**config.mk**
```make
export PLATFORM = sky130hd
export DESIGN_NAME = pwm_multich_gen
export DESIGN_NICKNAME = d
export VERILOG_FILES = /design/src/rtl/pwm_multich_gen.sv
export SDC_FILE = /design/constraint.sdc
export NUM_CORES = 1
export LEC_CHECK = 0
export CAP_MARGIN = 10
export CORE_ASPECT_RATIO = 1.5
export CORE_MARGIN = 3
export CORE_UTILIZATION = 62
export CTS_CLUSTER_DIAMETER = 100
export DETAILED_ROUTE_END_ITERATION = 8
export HOLD_SLACK_MARGIN = 0.12
export PLACE_DENSITY = 0.89
export SYNTH_ARGS = -nofsm -noshare
export SYNTH_HDL_FRONTEND = slang
export SYNTH_SLANG_ARGS = --single-unit
```
**constraint.sdc**
```tcl
create_clock -name clk -period 10.2 [get_ports clk]
set_input_delay 2.04 -clock clk [delete_from_list [all_inputs] [get_ports clk]]
set_output_delay 2.04 -clock clk [all_outputs]
set_load 0.005 [all_outputs]
```
**src/rtl/pwm_multich_gen.sv**
```systemverilog
// N-channel PWM generator: prescaled shared carrier (up/down/up-down/freeze), shadowed
// period/compare, per-channel complementary outputs with dead time, and an event-count interrupt.
module pwm_multich_gen #(
    parameter int CNT_W = 16,
    parameter int N_CH  = 4,
    parameter int DT_W  = 10,
    parameter int DIV_W = 16,
    parameter int EVT_W = 8
) (
    input  logic                  clk,
    input  logic                  reset,
    input  logic                  en,
    input  logic [CNT_W-1:0]      period,
    input  logic [CNT_W-1:0]      init_carr,
    input  logic [N_CH*CNT_W-1:0] compare,
    input  logic [DT_W-1:0]       dtime_a,
    input  logic [DT_W-1:0]       dtime_b,
    input  logic [DIV_W-1:0]      clk_div,
    input  logic [1:0]            count_mode,
    input  logic [1:0]            load_mode,
    input  logic                  int_en,
    input  logic [EVT_W-1:0]      event_cnt,
    input  logic                  pol_a,
    input  logic                  pol_b,
    output logic [N_CH-1:0]       pwm_a,
    output logic [N_CH-1:0]       pwm_b,
    output logic [CNT_W-1:0]      carrier,
    output logic                  interrupt
);

    typedef enum logic [2:0] {OFF_AB, DLY_A, ON_A, DLY_B, ON_B} dt_state_t;

    logic [DIV_W-1:0]      div_cnt;
    logic                  tick, zero_evt, period_evt, load_now;
    logic [CNT_W-1:0]      act_period;
    logic [N_CH*CNT_W-1:0] act_cmp;
    logic [CNT_W-1:0]      carr_nxt;
    logic                  dir_up, dir_nxt;
    logic [EVT_W-1:0]      evt_cnt;
    logic [N_CH-1:0]       raw_p1;

    // Stage 0: prescaler, carrier and shadow registers
    assign tick       = en && (div_cnt == clk_div);
    assign zero_evt   = tick && (count_mode != 2'd3) && (carrier == '0);
    assign period_evt = tick && (count_mode != 2'd3) && (carrier == act_period);

    always_comb begin
        case (load_mode)
            2'd0:    load_now = zero_evt;
            2'd1:    load_now = period_evt;
            2'd2:    load_now = zero_evt || period_evt;
            default: load_now = 1'b1;
        endcase
        if (!en)
            load_now = 1'b1;
    end

    always_comb begin
        carr_nxt = carrier;
        dir_nxt  = dir_up;
        if (!en) begin
            carr_nxt = (init_carr < period) ? init_carr : period;
            dir_nxt  = 1'b1;
        end else if (tick) begin
            if (act_period == '0) begin
                carr_nxt = '0;
            end else begin
                case (count_mode)
                    2'd0: carr_nxt = (carrier >= act_period) ? '0 : carrier + CNT_W'(1);
                    2'd1: carr_nxt = (carrier == '0 || carrier > act_period) ? act_period
                                                                             : carrier - CNT_W'(1);
                    2'd2: begin
                        // Endpoints are visited once; the direction flips on leaving them.
                        if (carrier > act_period) begin
                            carr_nxt = act_period;
                            dir_nxt  = 1'b0;
                        end else if (dir_up) begin
                            carr_nxt = (carrier == act_period) ? carrier - CNT_W'(1) : carrier + CNT_W'(1);
                            dir_nxt  = (carrier != act_period);
                        end else begin
                            carr_nxt = (carrier == '0) ? carrier + CNT_W'(1) : carrier - CNT_W'(1);
                            dir_nxt  = (carrier == '0);
                        end
                    end
                    default: carr_nxt = carrier;
                endcase
            end
        end
    end

    always_ff @(posedge clk or posedge reset) begin
        if (reset) begin
            div_cnt    <= '0;
            carrier    <= '0;
            dir_up     <= 1'b1;
            act_period <= '0;
            act_cmp    <= '0;
        end else begin
            div_cnt <= (!en || tick) ? '0 : div_cnt + DIV_W'(1);
            carrier <= carr_nxt;
            dir_up  <= dir_nxt;
            if (load_now) begin
                act_period <= period;
                act_cmp    <= compare;
            end
        end
    end

    // Stage 1: compare result and interrupt
    always_ff @(posedge clk or posedge reset) begin
        if (reset) begin
            raw_p1 <= '0;
        end else begin
            for (int i = 0; i < N_CH; i++)
                raw_p1[i] <= (carrier < act_cmp[i*CNT_W +: CNT_W]);
        end
    end

    always_ff @(posedge clk or posedge reset) begin
        if (reset) begin
            evt_cnt   <= '0;
            interrupt <= 1'b0;
        end else if (!en || !int_en) begin
            evt_cnt   <= '0;
            interrupt <= 1'b0;
        end else if (zero_evt) begin
            interrupt <= (evt_cnt == event_cnt);
            evt_cnt   <= (evt_cnt == event_cnt) ? '0 : evt_cnt + EVT_W'(1);
        end else begin
            interrupt <= 1'b0;
        end
    end

    // Stage 2: dead-time FSMs drive the registered pins
    for (genvar i = 0; i < N_CH; i++) begin : g_ch
        dt_state_t       st;
        logic [DT_W-1:0] dcnt;
        logic [DT_W:0]   dcnt_inc;
        logic            a_q, b_q;

        assign dcnt_inc = {1'b0, dcnt} + {{DT_W{1'b0}}, 1'b1};
        assign pwm_a[i] = a_q;
        assign pwm_b[i] = b_q;

        always_ff @(posedge clk or posedge reset) begin
            if (reset) begin
                st   <= OFF_AB;
                dcnt <= '0;
                a_q  <= 1'b0;
                b_q  <= 1'b0;
            end else if (!en) begin
                st   <= OFF_AB;
                dcnt <= '0;
                a_q  <= ~pol_a;
                b_q  <= ~pol_b;
            end else begin
                a_q  <= ~pol_a;
                b_q  <= ~pol_b;
                dcnt <= '0;
                if (raw_p1[i] && (st == OFF_AB || st == DLY_B || st == ON_B)) begin
                    st <= (dtime_a == '0) ? ON_A : DLY_A;
                    if (dtime_a == '0)
                        a_q <= pol_a;
                end else if (!raw_p1[i] && (st == OFF_AB || st == DLY_A || st == ON_A)) begin
                    st <= (dtime_b == '0) ? ON_B : DLY_B;
                    if (dtime_b == '0)
                        b_q <= pol_b;
                end else begin
                    case (st)
                        DLY_A: begin
                            if (dcnt_inc >= {1'b0, dtime_a}) begin
                                st  <= ON_A;
                                a_q <= pol_a;
                            end else begin
                                dcnt <= dcnt_inc[DT_W-1:0];
                            end
                        end
                        ON_A: a_q <= pol_a;
                        DLY_B: begin
                            if (dcnt_inc >= {1'b0, dtime_b}) begin
                                st  <= ON_B;
                                b_q <= pol_b;
                            end else begin
                                dcnt <= dcnt_inc[DT_W-1:0];
                            end
                        end
                        ON_B: b_q <= pol_b;
                        default: st <= OFF_AB;
                    endcase
                end
            end
        end
    end

endmodule
```
==> impl_metrics.env, run 1 <==
export IMPL_overflow=0
export IMPL_cap_violations=0
export IMPL_coreArea_sq_um=22500
export IMPL_crit_path_end_kind="flip-flop"
export IMPL_min_period_ns=5.09
export IMPL_yosys_most_used_dff="dfrtp_1"
export IMPL_place_inst=2053
export IMPL_vias=13400
export IMPL_synth_nets=2000
export IMPL_grt_pass1_vias=13600
export IMPL_slew_violations=0
export IMPL_timing_fmax_mhz=197
export IMPL_die_area_sq_um=24800
export IMPL_hp_start="act_cmp[48]$_DFFE_PP0P_"
export IMPL_routed_wl_um=40800
export IMPL_start_kind="input port"
export IMPL_tightestPinTransition_ns=1.02
export IMPL_syn_avg_cell_area_sq_um=8.52
export IMPL_seq_area_frac_synth_pct=32.8
export IMPL_arrival_ns=5.42
export IMPL_root_buffer="clkbuf_16"
export IMPL_drc_errors=0
export IMPL_grt_pass1_wl_um=65100
export IMPL_fp_dieW_um=130
export IMPL_drt_pass1_iterations=7
export IMPL_syn_area_sq_um=14200
export IMPL_critPathKind="input port to flip-flop"
export IMPL_fillers=1590
export IMPL_place_hpwl_um=30400
export IMPL_synth_largest_area_cell="dfrtp_1"
export IMPL_synth_top_area_share_pct=32.6
export IMPL_antenna_found_initial=2
export IMPL_synth_async_reset_ratio_pct=100
export IMPL_timing_rr_start="carrier[12]$_DFFE_PP0P_"
export IMPL_detail_route_antenna_nets=0
export IMPL_worstPathMaxFanout=86
export IMPL_avgRoutedWirePerCell_um=19.6
export IMPL_vias_per_cell=6.41
export IMPL_cts_tree="yes"
export IMPL_ys_ff_latch=186
export IMPL_postCtsSetupBuffers=0
export IMPL_yosysUniqueCellTypes=71
export IMPL_syn_to_final_growth_pct=17.7
export IMPL_fp_row_count=67
export IMPL_initial_core_util_pct=63.2
export IMPL_finalCritPeriodShare_pct=49.9
export IMPL_setup_viol=0
export IMPL_hold_class="flip-flop to flip-flop"
export IMPL_synth_edf_count=0
export IMPL_cts_hold_buf=0
export IMPL_rsz0062_at_grt="no"
export IMPL_gp_congestion=0.991
export IMPL_hold_viol=0
export IMPL_finalSetupTns_ns=0
export IMPL_synth_cells=1666
export IMPL_drt_iter0_drc=1143
export IMPL_powerDensity_nw_per_um2=162
export IMPL_yosys_warnings=0
export IMPL_clk_latency_ns=0.44
export IMPL_htreeDepth=4
export IMPL_die_h_um=191
export IMPL_cts_buffers_inserted=17
export IMPL_grt_max_degree=113
export IMPL_leakagePower_nw=8.04
export IMPL_ios=175
export IMPL_grt_usage_pct=32.9
export IMPL_startpoint="clk_div[11]"
export IMPL_clk_pin_slew_ns=0.07
export IMPL_clockBufferDepth=2
export IMPL_nets=2130
export IMPL_skew_ns=0.00941
export IMPL_drive_gt1_share_pct=3.76
export IMPL_status="complete, no violations"
export IMPL_cts_resized=0
export IMPL_critical_path_required_ns=10.53
export IMPL_slew_headroom_pct=31.7
export IMPL_cts_sinks=186
export IMPL_ir_drop_mv=0.141
export IMPL_portBuffers=174
export IMPL_final_cells=2086
export IMPL_synthTopCellsByArea="dfrtp_1 (33%), ha_1 (16%), o21ai_0 (5.0%)"
-- flip-flops by register name, indices dropped and copies added, names as in the netlist --
| name | cells |
|---|---|
| act_cmp | 64 |
| g_ch.dcnt | 40 |
| act_period | 16 |
| carrier | 16 |
| div_cnt | 16 |
| g_ch.st | 12 |
| evt_cnt | 8 |
| g_ch.a_q | 4 |
| g_ch.b_q | 4 |
| raw_p1 | 4 |
| dir_up | 1 |
| interrupt | 1 |
-- stage by stage --
step                util [%]  power, mW  hold slack [ns]  setup slack [ns]  area [sq um]
global route            74.4       2.87            0.540              4.89         16700
floorplan                  -       1.62            0.465              3.10         14200
finish                  74.4       2.70            0.515              5.11         16700
global placement        71.5       1.88            0.491              4.80         16100
CTS                     74.4       2.69            0.518              5.12         16700
detailed placement      71.5       1.93            0.502              4.67         16100
-- cell usage in the layout, fill, tap and decap left out, types with 33 or more instances in the layout --
master / count
dfrtp_1: 185
clkdlybuf4s50_1: 174
xor2_1: 33
a21oi_1: 81
nor2_1: 122
nand3_1: 52
a21o_1: 64
o21ai_0: 142
nand2_1: 172
xnor2_1: 49
ha_1: 184
inv_1: 133
-- power by group --
group	total [mW]	internal (mW)	switching [mW]
Sequential	0.997	0.823	0.175
Combinational	0.960	0.443	0.516
Clock	0.748	0.444	0.304
Total	2.70	1.71	0.995
-- worst paths after layout --
path                            slack, ns                         to  cells after the start
worst max register to register       5.79  act_period[0]$_DFFE_PP0P_                     10
min in group asynchronous            2.17    act_cmp[56]$_DFFE_PP0P_                      2
worst min-delay path                 0.52    act_cmp[48]$_DFFE_PP0P_                      1
worst min register to register       0.52    act_cmp[48]$_DFFE_PP0P_                      1
max in group asynchronous            6.40        interrupt$_DFF_PP0_                      3
worst max-delay path                 5.11  act_period[0]$_DFFE_PP0P_                     11
-- cell type report --
| type | count | area, sq um | area share [%] |
|---|---|---|---|
| tap | 276 | 345 | 2.07 |
| clock buffer | 18 | 439 | 2.63 |
| sequential | 186 | 4660 | 27.8 |
| inverter | 134 | 508 | 3.04 |
| clock inverter | 14 | 214 | 1.28 |
| timing repair buffer | 185 | 1820 | 10.9 |
| multi-input combinational | 1272 | 8730 | 52.2 |
| antenna | 1 | 2.50 | 0.0150 |
-- layer usage --
layer  vias to the layer above  share of wire, %  wire length, um  track usage (%)
met4                         2               6.6             2690             20.8
met3                       201               6.3             2590             6.04
li1                       6181                 -                -                -
met5                         -             0.032               13                0
met2                       613                51            20900             58.8
met1                      6371                36            14600             35.1
-- cell usage after synthesis, drive strengths merged, types with 5 or more instances --
master,count
dfrtp,185
ha,184
nand2,172
o21ai,142
inv,134
nor2,123
a21oi,82
a21o,65
clkbuf,52
nand3,52
xnor2,49
xor2,33
nor2b,32
nand4,31
and3,24
nand2b,24
buf,22
nor4,19
mux2i,18
nor3,18
o22ai,16
a31oi,12
o211ai,12
a211oi,11
o21a,11
or3,11
a21boi,8
a221oi,8
a22oi,8
o221ai,8
or2,8
a2111oi,7
or4,7
and2,5
and4,5
mux2,5
o31ai,5
-- worst max-delay path, cell delays in order --
cell	delay, ns
clkdlybuf4s50_1	0.51
xnor2_1	0.15
nand4_1	0.17
nor4_1	0.38
nand3b_1	0.21
nor2_1	0.13
o21ai_0	0.08
o211ai_1	0.11
buf_4	0.52
buf_4	0.66
mux2_2	0.41
-- kinds of logic (layout without fill, tap and decap cells) --
| kind of cell | count (synthesis) | after routing | synth area share, % |
|---|---|---|---|
| simple gates | 544 | 544 | 18.6 |
| compound gates | 439 | 439 | 19.9 |
| buf+inv | 208 | 351 | 5.82 |
| flops | 186 | 186 | 32.8 |
| fa+ha+maj | 184 | 184 | 16.2 |
| xor+xnor | 82 | 82 | 5.06 |
| mux | 23 | 23 | 1.67 |
| other cells | 0 | 1 | 0 |
Note: power is estimated with default switching activity, not from simulation.
==> run 2: changes to the inputs <==
CORE_UTILIZATION = 57   (was 62)
PLACE_DENSITY = 0.83   (was 0.89)
clock period = 4.85 ns   (was 10.2 ns; I/O delays follow)
==> impl_metrics.env, run 2 (synthesized netlist as in run 1, its figures left out) <==
export IMPL_die_h_um=199
export IMPL_cts_tree="yes"
export IMPL_status="complete, no violations"
export IMPL_clk_pin_slew_ns=0.07
export IMPL_grt_pass1_vias=13200
export IMPL_overflow=0
export IMPL_timing_rr_start="carrier[9]$_DFFE_PP0P_"
export IMPL_ir_drop_mv=0.248
export IMPL_crit_path_end_kind="flip-flop"
export IMPL_cts_hold_buf=0
export IMPL_top_regs="act_cmp x64, g_ch.dcnt x40"
export IMPL_coreArea_sq_um=24400
export IMPL_setup_viol=0
export IMPL_slew_headroom_pct=41.3
export IMPL_grt_usage_pct=30.4
export IMPL_min_period_ns=3.88
export IMPL_drc_errors=0
export IMPL_largest_register_ffs=64
export IMPL_largest_register="act_cmp"
export IMPL_gp_congestion=0.980
export IMPL_arrival_ns=4.21
export IMPL_finalSetupTns_ns=0
export IMPL_fillers=1915
export IMPL_powerDensity_nw_per_um2=334
export IMPL_timing_fmax_mhz=258
export IMPL_drt_pass1_iterations=6
export IMPL_final_common_cell="dfrtp_1"
export IMPL_post_place_ws_ns=0.790
export IMPL_drive_gt1_share_pct=4.29
export IMPL_grt_pass1_wl_um=65300
export IMPL_final_cell_mix="dfrtp_1 (185), ha_1 (184), clkdlybuf4s50_1 (174)"
export IMPL_slew_violations=0
export IMPL_vias=13100
export IMPL_start_kind="flip-flop"
export IMPL_whs_ns=0.506
export IMPL_total_power_mw=5.63
export IMPL_grt_max_degree=156
export IMPL_antenna_found_initial=0
export IMPL_nets=2141
export IMPL_syn_to_final_growth_pct=18.6
export IMPL_insertedDiodeCount=0
export IMPL_postCtsSetupBuffers=0
export IMPL_cap_violations=0
export IMPL_finalCritPeriodShare_pct=80.1
export IMPL_drt_iter0_drc=878
export IMPL_clockBufferDepth=2
export IMPL_fp_dieW_um=135
export IMPL_avgRoutedWirePerCell_um=19.0
export IMPL_hp_start="evt_cnt[7]$_DFFE_PP0P_"
export IMPL_hold_viol=0
export IMPL_place_inst=2112
export IMPL_fp_row_count=70
export IMPL_clk_latency_ns=0.44
export IMPL_leakagePower_nw=8.07
export IMPL_cts_buffers_inserted=17
export IMPL_rsz0062_at_grt="no"
export IMPL_final_cells=2144
export IMPL_vias_per_cell=6.12
export IMPL_portBuffers=174
export IMPL_place_hpwl_um=31100
export IMPL_cts_resized=0
export IMPL_htreeDepth=4
export IMPL_skew_ns=0.0171
export IMPL_worstPathMaxFanout=155
export IMPL_detail_route_antenna_nets=0
export IMPL_root_buffer="clkbuf_16"
export IMPL_startpoint="carrier[9]$_DFFE_PP0P_"
export IMPL_tightestPinTransition_ns=0.859
export IMPL_critical_path_required_ns=5.18
export IMPL_routed_wl_um=40700
export IMPL_hold_class="flip-flop to flip-flop"
export IMPL_die_area_sq_um=26900
export IMPL_cts_sinks=186
export IMPL_ios=175
export IMPL_initial_core_util_pct=58.1
export IMPL_critPathKind="flip-flop to flip-flop"
export IMPL_fin_ws_ns=0.967
-- run 2: final cells by class --
type	count	area [sq um]	area share [%]
sequential	186	4660	27.7
clock inverter	13	165	0.981
tap	324	405	2.41
multi-input combinational	1272	8730	51.8
inverter	134	507	3.01
clock buffer	19	443	2.63
timing repair buffer	196	1930	11.5
-- run 2: critical path, cell delays in order, from the launching register on --
cell and delay [ns]:
dfrtp_1 0.56, buf_4 0.26, or3_1 0.42, or4_4 0.46
or3_1 0.61, nor2_1 0.16, a21oi_1 0.06, o211ai_1 0.28
buf_12 0.38, mux2_2 0.40
-- run 2: where the power goes --
| part | switching, mW | leakage [nW] | total (mW) | internal [mW] |
|---|---|---|---|---|
| clock | 0.650 | 0.292 | 1.48 | 0.831 |
| sequential | 0.282 | 2.36 | 2.01 | 1.73 |
| combinational | 1.17 | 5.41 | 2.13 | 0.959 |
| total | 2.11 | 8.07 | 5.63 | 3.52 |
-- run 2: layer usage --
metal  part of all wire [%]  wire length, um  track usage (%)
met2                     52            21000             55.1
met1                     38            15300             33.5
met5                      0                0                0
met3                    5.4             2190             5.24
met4                    5.4             2190             16.4
-- run 2: metrics by stage --
| step | area, sq um | utilization, % |
|---|---|---|
| 2_1_floorplan | 14200 | - |
| 3_3_place_gp | 16200 | 66.4 |
| 3_5_place_dp | 16200 | 66.4 |
| 4_1_cts | 16800 | 68.9 |
| 5_1_grt | 16800 | 68.9 |
| 6_report | 16800 | 68.9 |
-- run 2: path summary, 6_finish.rpt --
check | to | slack, ns | cells after the start
min | evt_cnt[7]$_DFFE_PP0P_ | 0.51 | 1
min in group asynchronous | evt_cnt[5]$_DFFE_PP0P_ | 1.01 | 3
max reg2reg | act_cmp[0]$_DFFE_PP0P_ | 0.97 | 9
max in group asynchronous | div_cnt[2]$_DFF_PP0_ | 3.24 | 3
max | act_cmp[0]$_DFFE_PP0P_ | 0.97 | 9
min reg2reg | evt_cnt[7]$_DFFE_PP0P_ | 0.51 | 1
==> run 3: changes to the inputs <==
CORE_UTILIZATION = 52   (was 57)
PLACE_DENSITY = 0.79   (was 0.83)
clock period = 3.21 ns   (was 4.85 ns; I/O delays follow)
==> impl_metrics.env, run 3 (synthesized netlist as in run 1, its figures left out) <==
export IMPL_status="complete, no violations"
export IMPL_grt_max_degree=83
export IMPL_clk_pin_slew_ns=0.07
export IMPL_detail_route_antenna_nets=0
export IMPL_final_cells=2285
export IMPL_ir_drop_mv=0.404
export IMPL_initial_core_util_pct=53.2
export IMPL_largest_register_ffs=64
export IMPL_largest_register="act_cmp"
export IMPL_avgRoutedWirePerCell_um=19.5
export IMPL_antenna_found_initial=1
export IMPL_timing_rr_start="act_period[5]$_DFFE_PP0P_"
export IMPL_routed_wl_um=44600
export IMPL_drt_iter0_drc=972
export IMPL_fin_util_pct=67.9
export IMPL_cts_hold_buf=0
export IMPL_overflow=0
export IMPL_finalCritPeriodShare_pct=98.9
export IMPL_final_common_cell="dfrtp_1"
export IMPL_coreArea_sq_um=26700
export IMPL_slew_violations=0
export IMPL_fp_row_count=73
export IMPL_drive_gt1_share_pct=12.8
export IMPL_grt_pass1_wl_um=70300
export IMPL_cts_buffers_inserted=17
export IMPL_place_hpwl_um=33800
export IMPL_startpoint="act_period[5]$_DFFE_PP0P_"
export IMPL_use_met1_pct=32.9
export IMPL_whs_ns=0.505
export IMPL_hp_start="evt_cnt[7]$_DFFE_PP0P_"
export IMPL_gp_congestion=0.977
export IMPL_slew_headroom_pct=55.8
export IMPL_cap_violations=0
export IMPL_timing_fmax_mhz=315
export IMPL_grt_pass1_vias=14000
export IMPL_slowest_delay_ns=0.52
export IMPL_final_cell_area_sq_um=18100
export IMPL_vias_per_cell=6.02
export IMPL_critPathKind="flip-flop to flip-flop"
export IMPL_nets=2267
export IMPL_cts_sinks=186
export IMPL_clk_latency_ns=0.45
export IMPL_grt_usage_pct=29.7
export IMPL_worstPathMaxFanout=4
export IMPL_critical_path_required_ns=3.54
export IMPL_hold_viol=0
export IMPL_fin_ws_ns=0.0352
export IMPL_fp_dieW_um=141
export IMPL_top_regs="act_cmp x64, g_ch.dcnt x40"
export IMPL_drt_pass1_iterations=6
export IMPL_rsz0062_at_grt="yes"
export IMPL_arrival_ns=3.50
export IMPL_hold_class="flip-flop to flip-flop"
export IMPL_htreeDepth=4
export IMPL_slowest_stage="or4_4"
export IMPL_post_place_ws_ns=-0.239
export IMPL_start_kind="flip-flop"
export IMPL_grt_met3_usage_pct=4.62
export IMPL_clockBufferDepth=2
export IMPL_syn_to_final_growth_pct=27.6
export IMPL_ios=175
export IMPL_leakagePower_nw=8.76
export IMPL_setup_viol=0
export IMPL_top_usage_layer="met2"
export IMPL_root_buffer="clkbuf_16"
export IMPL_path_cells="inv_1, ha_1, nand4_1, or4_4, a21oi_1, or4_4, nand2_2, a21oi_2, nor2_2, a221o_1, a221o_1"
export IMPL_die_h_um=208
export IMPL_tightestPinTransition_ns=0.664
export IMPL_crit_path_end_kind="flip-flop"
export IMPL_drc_errors=0
export IMPL_final_cell_mix="dfrtp_1 (184), ha_1 (183), clkdlybuf4s50_1 (174)"
export IMPL_min_period_ns=3.17
export IMPL_powerDensity_nw_per_um2=486
export IMPL_placed_cell_area_sq_um=17200
export IMPL_vias=13700
export IMPL_portBuffers=174
export IMPL_place_inst=2239
export IMPL_use_met2_pct=54.4
export IMPL_skew_ns=0.0121
export IMPL_cts_tree="yes"
export IMPL_die_area_sq_um=29400
[run 3: what timing repair did]
item | in CTS | in global routing
setup endpoints to repair | 17 | 136
buffers inserted | 0 | 9
pin swaps | 0 | 13
gates resized for setup | 14 | 50
cloned | 0 | 3
[run 3: area by class of cell]
class | instances | area [sq um]
inverter | 134 | 507
tap | 337 | 422
timing repair buffer | 321 | 2950
multi-input combinational | 1273 | 9000
clock buffer | 20 | 457
clock inverter | 12 | 113
antenna | 2 | 5.00
fill | 2164 | 8560
sequential | 186 | 4660
[run 3: metal layers]
| layer | share of wire, % | vias to the layer above |
|---|---|---|
| met5 | 0 | - |
| met1 | 37 | 6578 |
| li1 | - | 6472 |
| met3 | 5.0 | 170 |
| met4 | 5.9 | 0 |
| met2 | 52 | 525 |
[run 3: final timing paths]
check / end / slack [ns] / depth (start not counted)
setup / recovery: carrier[10]$_DFFE_PP0P_ / 0.04 / 11
hold reg to reg: evt_cnt[7]$_DFFE_PP0P_ / 0.50 / 1
hold / removal: evt_cnt[7]$_DFFE_PP0P_ / 0.50 / 1
max in group asynchronous: act_cmp[49]$_DFFE_PP0P_ / 1.90 / 3
min in group asynchronous: evt_cnt[6]$_DFFE_PP0P_ / 0.54 / 2
setup reg to reg: carrier[10]$_DFFE_PP0P_ / 0.04 / 11
[run 3: report_power, final]
part,leakage [nW],switching (mW),internal [mW]
Combinational,6.12,1.96,1.74
Sequential,2.36,0.393,2.62
Clock,0.278,0.982,1.12
Total,8.76,3.33,5.48
[run 3: through the flow]
step | power [mW] | TNS (ns)
5_1_grt | 9.36 | -0.129
4_1_cts | 8.66 | 0
3_3_place_gp | 6.37 | -1.67
2_1_floorplan | 5.14 | 0
6_report | 8.81 | 0
3_5_place_dp | 6.51 | -5.18
[run 3: worst max-delay path: cells and delay by family, from the launching register on]
family / cells / cell delay, ns
AO/OA/AOI/OAI: 4 / 1.06
AND/OR/NAND/NOR: 5 / 1.16
adder cells (fa/ha/maj): 1 / 0.32
flip-flops: 1 / 0.40
buffers and inverters: 1 / 0.09
